--- config.mk ---
export PLATFORM = sky130hd
export DESIGN_NAME = difftest_mhpm_ovf_collector
export DESIGN_NICKNAME = d
export VERILOG_FILES = /design/src/rtl/difftest_pmu_pkg.sv /design/src/rtl/difftest_snap_fifo.sv /design/src/rtl/difftest_mhpm_ovf_collector.sv
export SDC_FILE = /design/constraint.sdc
export NUM_CORES = 1
export LEC_CHECK = 0
export ABC_AREA = 1
export BUFFER_PORTS_ARGS = -buffer_cell sky130_fd_sc_hd__buf_2
export CAP_MARGIN = 20
export CELL_PAD_IN_SITES_DETAIL_PLACEMENT = 1
export CELL_PAD_IN_SITES_GLOBAL_PLACEMENT = 2
export CORE_UTILIZATION = 29
export DETAILED_ROUTE_END_ITERATION = 12
export PLACE_DENSITY = 0.79
export SYNTH_ARGS = -nofsm -noshare
export SYNTH_HDL_FRONTEND = slang
export SYNTH_SLANG_ARGS = --single-unit
--- constraint.sdc ---
create_clock -name clock -period 2 [get_ports clock]
set_input_delay 0.6 -clock clock [delete_from_list [all_inputs] [get_ports clock]]
set_output_delay 0.6 -clock clock [all_outputs]
set_load 0.02 [all_outputs]
--- src/rtl/difftest_pmu_pkg.sv ---
// Shared PMU definitions for the difftest mhpmevent-overflow path:
// event index range and the 64-bit snapshot layout handed to the sink.
package difftest_pmu_pkg;

  localparam int MHPM_FIRST = 3;
  localparam int MHPM_LAST  = 31;
  localparam int NUM_MHPM   = 29;

  typedef logic [63:0] ovf_snap_t;

  // Event k+3 lives at bit k+3 of the snapshot; bits 2:0 and 63:32 are reserved zero.
  function automatic ovf_snap_t to_snap(input logic [NUM_MHPM-1:0] of_vec);
    return {32'h0000_0000, of_vec, 3'b000};
  endfunction

endpackage

--- src/rtl/difftest_snap_fifo.sv ---
// Snapshot queue feeding the difftest sink. When full and not draining, a new
// snapshot replaces the newest entry, since every entry is a complete state.
module difftest_snap_fifo
  import difftest_pmu_pkg::*;
#(
  parameter int DEPTH = 4
) (
  input  logic        clock,
  input  logic        reset,
  input  logic        push,
  input  logic [63:0] push_data,
  input  logic        pop_ready,
  output logic        valid,
  output logic [63:0] head,
  output logic        pop,
  output logic        coalesce
);

  localparam int AW = $clog2(DEPTH);
  localparam logic [AW:0]   PTR_ONE = (AW + 1)'(1);
  localparam logic [AW-1:0] IDX_ONE = AW'(1);

  logic [AW:0]   wr_ptr_r;
  logic [AW:0]   rd_ptr_r;
  ovf_snap_t     mem_r [DEPTH];
  logic          empty_s;
  logic          full_s;
  logic          pop_s;
  logic          coalesce_s;
  logic [AW-1:0] last_idx_s;

  // Occupancy flags and the pop / coalesce decisions for this cycle.
  always_comb begin
    empty_s    = (wr_ptr_r == rd_ptr_r);
    full_s     = (wr_ptr_r[AW] != rd_ptr_r[AW]) &&
                 (wr_ptr_r[AW-1:0] == rd_ptr_r[AW-1:0]);
    pop_s      = !empty_s && pop_ready;
    coalesce_s = push && full_s && !pop_s;
    last_idx_s = wr_ptr_r[AW-1:0] - IDX_ONE;
  end

  // Head presentation; the data bus is forced to zero whenever nothing is queued.
  always_comb begin
    valid    = !empty_s;
    pop      = pop_s;
    coalesce = coalesce_s;
    if (!empty_s) begin
      head = mem_r[rd_ptr_r[AW-1:0]];
    end else begin
      head = 64'h0000_0000_0000_0000;
    end
  end

  // Pointer and storage update; a push while full and draining lands in the freed slot.
  always_ff @(posedge clock or negedge reset) begin
    if (!reset) begin
      wr_ptr_r <= {(AW + 1){1'b0}};
      rd_ptr_r <= {(AW + 1){1'b0}};
      for (int i = 0; i < DEPTH; i++) begin
        mem_r[i] <= 64'h0000_0000_0000_0000;
      end
    end else begin
      if (pop_s) begin
        rd_ptr_r <= rd_ptr_r + PTR_ONE;
      end
      if (push) begin
        if (coalesce_s) begin
          mem_r[last_idx_s] <= push_data;
        end else begin
          mem_r[wr_ptr_r[AW-1:0]] <= push_data;
          wr_ptr_r                <= wr_ptr_r + PTR_ONE;
        end
      end
    end
  end

endmodule

--- src/rtl/difftest_mhpm_ovf_collector.sv ---
// Sticky mhpmevent overflow vector with change-triggered snapshots queued
// towards the difftest DPI sink, one record per enable strobe.
module difftest_mhpm_ovf_collector
  import difftest_pmu_pkg::*;
#(
  parameter int FIFO_DEPTH = 4,
  parameter int DROP_W     = 16
) (
  input  logic              clock,
  input  logic              reset,
  input  logic [28:0]       ovf_pulse,
  input  logic              csr_wen,
  input  logic [4:0]        csr_widx,
  input  logic              csr_wof,
  input  logic [7:0]        coreid,
  input  logic              diff_ready,
  output logic              enable,
  output logic              io_valid,
  output logic [63:0]       io_mhpmeventOverflow,
  output logic [7:0]        io_coreid,
  output logic [28:0]       of_vec,
  output logic [DROP_W-1:0] drop_cnt
);

  localparam logic [DROP_W-1:0] DROP_ONE = DROP_W'(1);
  localparam logic [DROP_W-1:0] DROP_MAX = {DROP_W{1'b1}};

  logic [NUM_MHPM-1:0] of_vec_r;
  logic [NUM_MHPM-1:0] next_s;
  logic [NUM_MHPM-1:0] wr_hit_s;
  logic                chg_s;
  logic                coalesce_s;
  logic [DROP_W-1:0]   drop_cnt_r;

  // Next OF state: a hardware wrap always sets, otherwise a matching write replaces the bit.
  always_comb begin
    wr_hit_s = {NUM_MHPM{1'b0}};
    next_s   = of_vec_r;
    for (int k = 0; k < NUM_MHPM; k++) begin
      if (csr_wen && (csr_widx == 5'(k + MHPM_FIRST))) begin
        wr_hit_s[k] = 1'b1;
      end else begin
        wr_hit_s[k] = 1'b0;
      end
      next_s[k] = ovf_pulse[k] | (wr_hit_s[k] ? csr_wof : of_vec_r[k]);
    end
    chg_s = (next_s != of_vec_r);
  end

  // Architectural OF register.
  always_ff @(posedge clock or negedge reset) begin
    if (!reset) begin
      of_vec_r <= {NUM_MHPM{1'b0}};
    end else if (chg_s) begin
      of_vec_r <= next_s;
    end
  end

  // Saturating count of snapshots folded into the newest queue entry.
  always_ff @(posedge clock or negedge reset) begin
    if (!reset) begin
      drop_cnt_r <= {DROP_W{1'b0}};
    end else if (coalesce_s && (drop_cnt_r != DROP_MAX)) begin
      drop_cnt_r <= drop_cnt_r + DROP_ONE;
    end
  end

  difftest_snap_fifo #(
    .DEPTH (FIFO_DEPTH)
  ) u_fifo (
    .clock     (clock),
    .reset     (reset),
    .push      (chg_s),
    .push_data (to_snap(next_s)),
    .pop_ready (diff_ready),
    .valid     (io_valid),
    .head      (io_mhpmeventOverflow),
    .pop       (enable),
    .coalesce  (coalesce_s)
  );

  assign of_vec    = of_vec_r;
  assign drop_cnt  = drop_cnt_r;
  assign io_coreid = coreid;

endmodule

==> results.rst <==
.. list-table::
   :header-rows: 1

   * - Metric
     - Value
   * - Final TNS setup
     - -100.18 ns
   * - Commonest cells in the netlist
     - sky130_fd_sc_hd__nand2_1 (405), sky130_fd_sc_hd__nand3_1 (221), sky130_fd_sc_hd__dfrtp_1 (167)
   * - Minimum clock period
     - 2.73 ns
   * - Area of the die
     - 34300 sq um
   * - Pin count of the biggest net entering global routing
     - 42
   * - LEAKAGE
     - 8.22 nW
   * - Number of cells on the worst reg-to-reg path
     - 14
   * - Number of enable-type register cells in the synthesized netlist
     - 0
   * - Syn Inst Count
     - 1361
   * - Least setup slack across all paths after layout
     - -0.729 ns
   * - Reg2Reg Capture Point
     - u_fifo.mem_r[72]$_DFFE_PN0P_
   * - VDD IR max
     - 0.00109 V
   * - Initial core utilization
     - 29.7%
   * - Data arrival time of the critical path
     - 3.06 ns
   * - Fraction of layout cells with a size suffix above 1
     - 44.4%
   * - Number of distinct standard cells referenced by the synthesized netlist
     - 24
   * - Routability Congestion
     - 0.830
   * - Count of non-filler cells in the finished layout
     - 2124
   * - Drt first-iter violations
     - 1008
   * - Element type at the critical path end
     - flip-flop
   * - Share of the synthesized area in the top cell type
     - 42.9%
   * - Clk_lat worst skew
     - 0.45 ns
   * - Buffer cell driving the clock tree root
     - sky130_fd_sc_hd__clkbuf_16
   * - Final setup skew
     - 0.0138 ns
   * - Dominant cell by count in the synthesized netlist
     - sky130_fd_sc_hd__nand2_1
   * - Total count of max-transition violations in the final report
     - 0
   * - Portion of total power attributed to sequential cells
     - 20.6%
   * - Ranking of synthesized cells by area
     - sky130_fd_sc_hd__dfrtp_1 (43%), sky130_fd_sc_hd__nand2_1 (16%), sky130_fd_sc_hd__nand3_1 (11%), sky130_fd_sc_hd__inv_1 (5.8%), sky130_fd_sc_hd__buf_4 (4.4%)
   * - Layout Nets
     - 1724
   * - Sw Ratio
     - 46.9%
   * - Worst setup slack for register-to-register paths
     - -0.43 ns
   * - Worst-case clock buffer depth
     - 2
   * - Ys flop type
     - sky130_fd_sc_hd__dfrtp_1
   * - Overall Power
     - 28.6 mW
   * - Core region area
     - 32800 sq um
   * - Height of the die
     - 185 um
   * - Result of the run
     - finished with violations
   * - Reg-to-reg startpoint
     - u_fifo.rd_ptr_r[0]$_DFFE_PN0P_
   * - Global-route wire length before repair
     - 70.2 mm
   * - Hold Crit Class
     - input pin to asynchronous set/reset pin
   * - Post-synthesis sequential area ratio
     - 42.9%
   * - Slew at the pin closest to its max-slew limit
     - 0.538 ns
   * - Drt wl/cell
     - 23.0 um
   * - Power density normalized to cell area
     - 1790 nW/um^2
   * - Port-buffer cells
     - 114
   * - Int Pwr
     - 15.2 mW
   * - Highest Clock Rate
     - 0.366 GHz
   * - Antenna violations before repair
     - 0
   * - Number of synthesized register bits
     - 167
   * - Violated checks
     - negative setup slack
   * - Via Count
     - 11171
   * - Iteration count of the initial detailed-routing pass
     - 5
   * - Mean Syn Cell Area
     - 7.16 sq um
   * - Total I/O pin count
     - 166
   * - Number of levels the H-tree was split into
     - 4
   * - DRC violation count after routing
     - 0
   * - Total of max-cap violations
     - 0
   * - Number of filler cells placed in the layout
     - 3829
   * - Warnings, synthesis
     - 0
   * - Number of sinks driven by the clock tree
     - 167
   * - Number of setup violations in the final report
     - 166
   * - Area Growth Syn to Fin
     - 64.2%
   * - Slew headroom
     - 63.8%
   * - Row cnt
     - 66
   * - HPWL after detailed placement
     - 25.9 mm
   * - Post-route antenna net violation count
     - 0
   * - Net switching power figure
     - 13.4 mW
   * - Async set-or-reset flop fraction in the synthesized netlist
     - 100%
   * - Top cell type by total area after synthesis
     - sky130_fd_sc_hd__dfrtp_1
   * - Reg clk slew, reported paths
     - 0.07 ns
   * - CP startpoint kind
     - input pin
   * - Required time of the worst setup path
     - 2.33 ns
   * - Final hold vios
     - 0
   * - Maximum fanout count along the critical path
     - 8
   * - Unrepaired setup endpoints after global routing
     - true
   * - Antenna cell count
     - 0
   * - Post-route clock period utilization
     - 136%
   * - Placed Instances
     - 2009
   * - Vias in the first global route
     - 11657
   * - Overall global routing resource usage
     - 27.9%
   * - Portion of total power attributed to the clock network
     - 11.5%
   * - Width of the die
     - 185 um
   * - Post-Syn Area
     - 9740 sq um
   * - Number of buffers inserted during clock tree synthesis
     - 17
   * - CTS tree
     - done
   * - Remaining Overflow, GRT
     - 0
   * - Critical Setup Path Class
     - input pin to flip-flop
   * - Share of total power in combinational logic
     - 67.8%
   * - Average via count per standard cell
     - 5.26
   * - Detailed-route wire length
     - 48.8 mm
-- worst max path at each step --
stage	from	to	slack [ns]
finish	csr_widx[1]	u_fifo.mem_r[72]$_DFFE_PN0P_	-0.73
floorplan	csr_widx[2]	u_fifo.mem_r[153]$_DFFE_PN0P_	-0.34
global route	csr_widx[1]	u_fifo.mem_r[72]$_DFFE_PN0P_	-0.77
global placement	csr_widx[4]	u_fifo.mem_r[137]$_DFFE_PN0P_	-0.99
CTS	csr_widx[4]	u_fifo.mem_r[8]$_DFFE_PN0P_	-0.51
detailed placement	csr_widx[2]	u_fifo.mem_r[85]$_DFFE_PN0P_	-1.02
-- layout make-up --
class                           instances  area, sq um  area share, %
Sequential cell                       167         4180           26.1
Timing Repair Buffer                  370         4170           26.0
Clock inverter                         14          116          0.727
Multi-Input combinational cell        960         5900           36.9
Inverter                              153          642           4.01
Clock buffer                           18          439           2.75
Tap cell                              442          553           3.46
-- cell usage in the layout (no fill, tap or decap), types with 5 or more instances in the layout --
cell type                     n
sky130_fd_sc_hd__buf_12      49
sky130_fd_sc_hd__buf_4      134
sky130_fd_sc_hd__inv_2       29
sky130_fd_sc_hd__inv_4        5
sky130_fd_sc_hd__xor2_1       8
sky130_fd_sc_hd__nand3_1    141
sky130_fd_sc_hd__nor2_1      77
sky130_fd_sc_hd__o21ai_1     39
sky130_fd_sc_hd__nand3_2     81
sky130_fd_sc_hd__nor2_2      29
sky130_fd_sc_hd__nand2_2     88
sky130_fd_sc_hd__o22ai_1      5
sky130_fd_sc_hd__o21ai_0     18
sky130_fd_sc_hd__buf_2       76
sky130_fd_sc_hd__inv_6        5
sky130_fd_sc_hd__conb_1      35
sky130_fd_sc_hd__buf_16      25
sky130_fd_sc_hd__buf_6       67
sky130_fd_sc_hd__xnor2_1     10
sky130_fd_sc_hd__nand2_8     11
sky130_fd_sc_hd__o22ai_2     24
sky130_fd_sc_hd__nand4_1     27
sky130_fd_sc_hd__inv_1      113
sky130_fd_sc_hd__nand3_4      9
sky130_fd_sc_hd__ha_1         8
sky130_fd_sc_hd__clkbuf_16   24
sky130_fd_sc_hd__nor2_4      16
sky130_fd_sc_hd__dfrtp_1    165
sky130_fd_sc_hd__nand2_4     30
sky130_fd_sc_hd__buf_8       12
sky130_fd_sc_hd__o21ai_2      7
sky130_fd_sc_hd__clkinv_4     5
sky130_fd_sc_hd__nand2_1    283
-- registers in the layout (all words and copies together) (netlist names) --
register	cells
of_vec	29
u_fifo.rd_ptr_r	3
u_fifo.wr_ptr_r	3
drop_cnt	16
u_fifo.mem_r	116
-- power by group through the flow --
stage               sequential, mW  combinational [mW]  clock (mW)
global placement              5.51                10.7           0
detailed placement            5.56                11.0           0
CTS                           5.72                15.5        3.27
finish                        5.91                19.4        3.30
global route                  6.00                20.4        3.44
floorplan                     5.39                7.00           0
-- kinds of logic after synthesis --
kind of cell | Yosys count | synth area share, %
xor gates and xnor gates | 23 | 2.07
and+or+nand+nor | 799 | 35.6
buffers and inverters | 268 | 13.1
AOI/OAI and AO/OA | 95 | 5.25
adders and majority gates | 8 | 1.03
other | 1 | 0.0385
DFF | 167 | 42.9
-- worst max-delay path, stage by stage --
cell	delay, ns
sky130_fd_sc_hd__buf_12	0.10
sky130_fd_sc_hd__buf_6	0.10
sky130_fd_sc_hd__nand2_4	0.05
sky130_fd_sc_hd__buf_4	0.14
sky130_fd_sc_hd__nor2_4	0.13
sky130_fd_sc_hd__nand2_1	0.12
sky130_fd_sc_hd__nand2_2	0.11
sky130_fd_sc_hd__nand3_2	0.09
sky130_fd_sc_hd__nand2_1	0.09
sky130_fd_sc_hd__nand2_1	0.07
sky130_fd_sc_hd__nor2_1	0.16
sky130_fd_sc_hd__nand3_2	0.12
sky130_fd_sc_hd__nor2_4	0.15
sky130_fd_sc_hd__nand2_8	0.12
sky130_fd_sc_hd__buf_6	0.14
sky130_fd_sc_hd__nand3_4	0.09
sky130_fd_sc_hd__nand3_4	0.17
sky130_fd_sc_hd__buf_6	0.20
sky130_fd_sc_hd__buf_16	0.14
sky130_fd_sc_hd__nand2_1	0.09
sky130_fd_sc_hd__nand2_1	0.08
-- metal layers --
metal  track usage (%)  wire, um  share of wire (%)  vias to the layer above
met1              34.0     19400                 40                     5658
met5                 0         0                  0                        -
li1                  -         -                  -                     4902
met2              47.2     24100                 49                      473
met4              14.6      2390                4.9                        0
met3              4.36      2940                6.0                      138
-- through the flow --
| step | instance area (sq um) | utilization (%) | hold slack, ns | setup slack [ns] |
|---|---|---|---|---|
| floorplan | 10200 | - | 0.304 | -0.338 |
| global placement | 12200 | 37.1 | 0.448 | -0.992 |
| detailed placement | 12200 | 37.1 | 0.454 | -1.02 |
| CTS | 15000 | 45.9 | 0.0640 | -0.507 |
| global route | 16000 | 48.8 | 0.0693 | -0.768 |
| finish | 16000 | 48.8 | 0.0555 | -0.729 |
-- repair_timing --
action | 4_1_cts | 5_1_grt
endpoints found under the setup margin | 166 | 166
resized for setup | 339 | 228
pin swaps | 60 | 55
gates cloned | 27 | 8
hold buffers | 0 | 0
setup buffers | 43 | 11
Power figures use the tool's default switching activity.
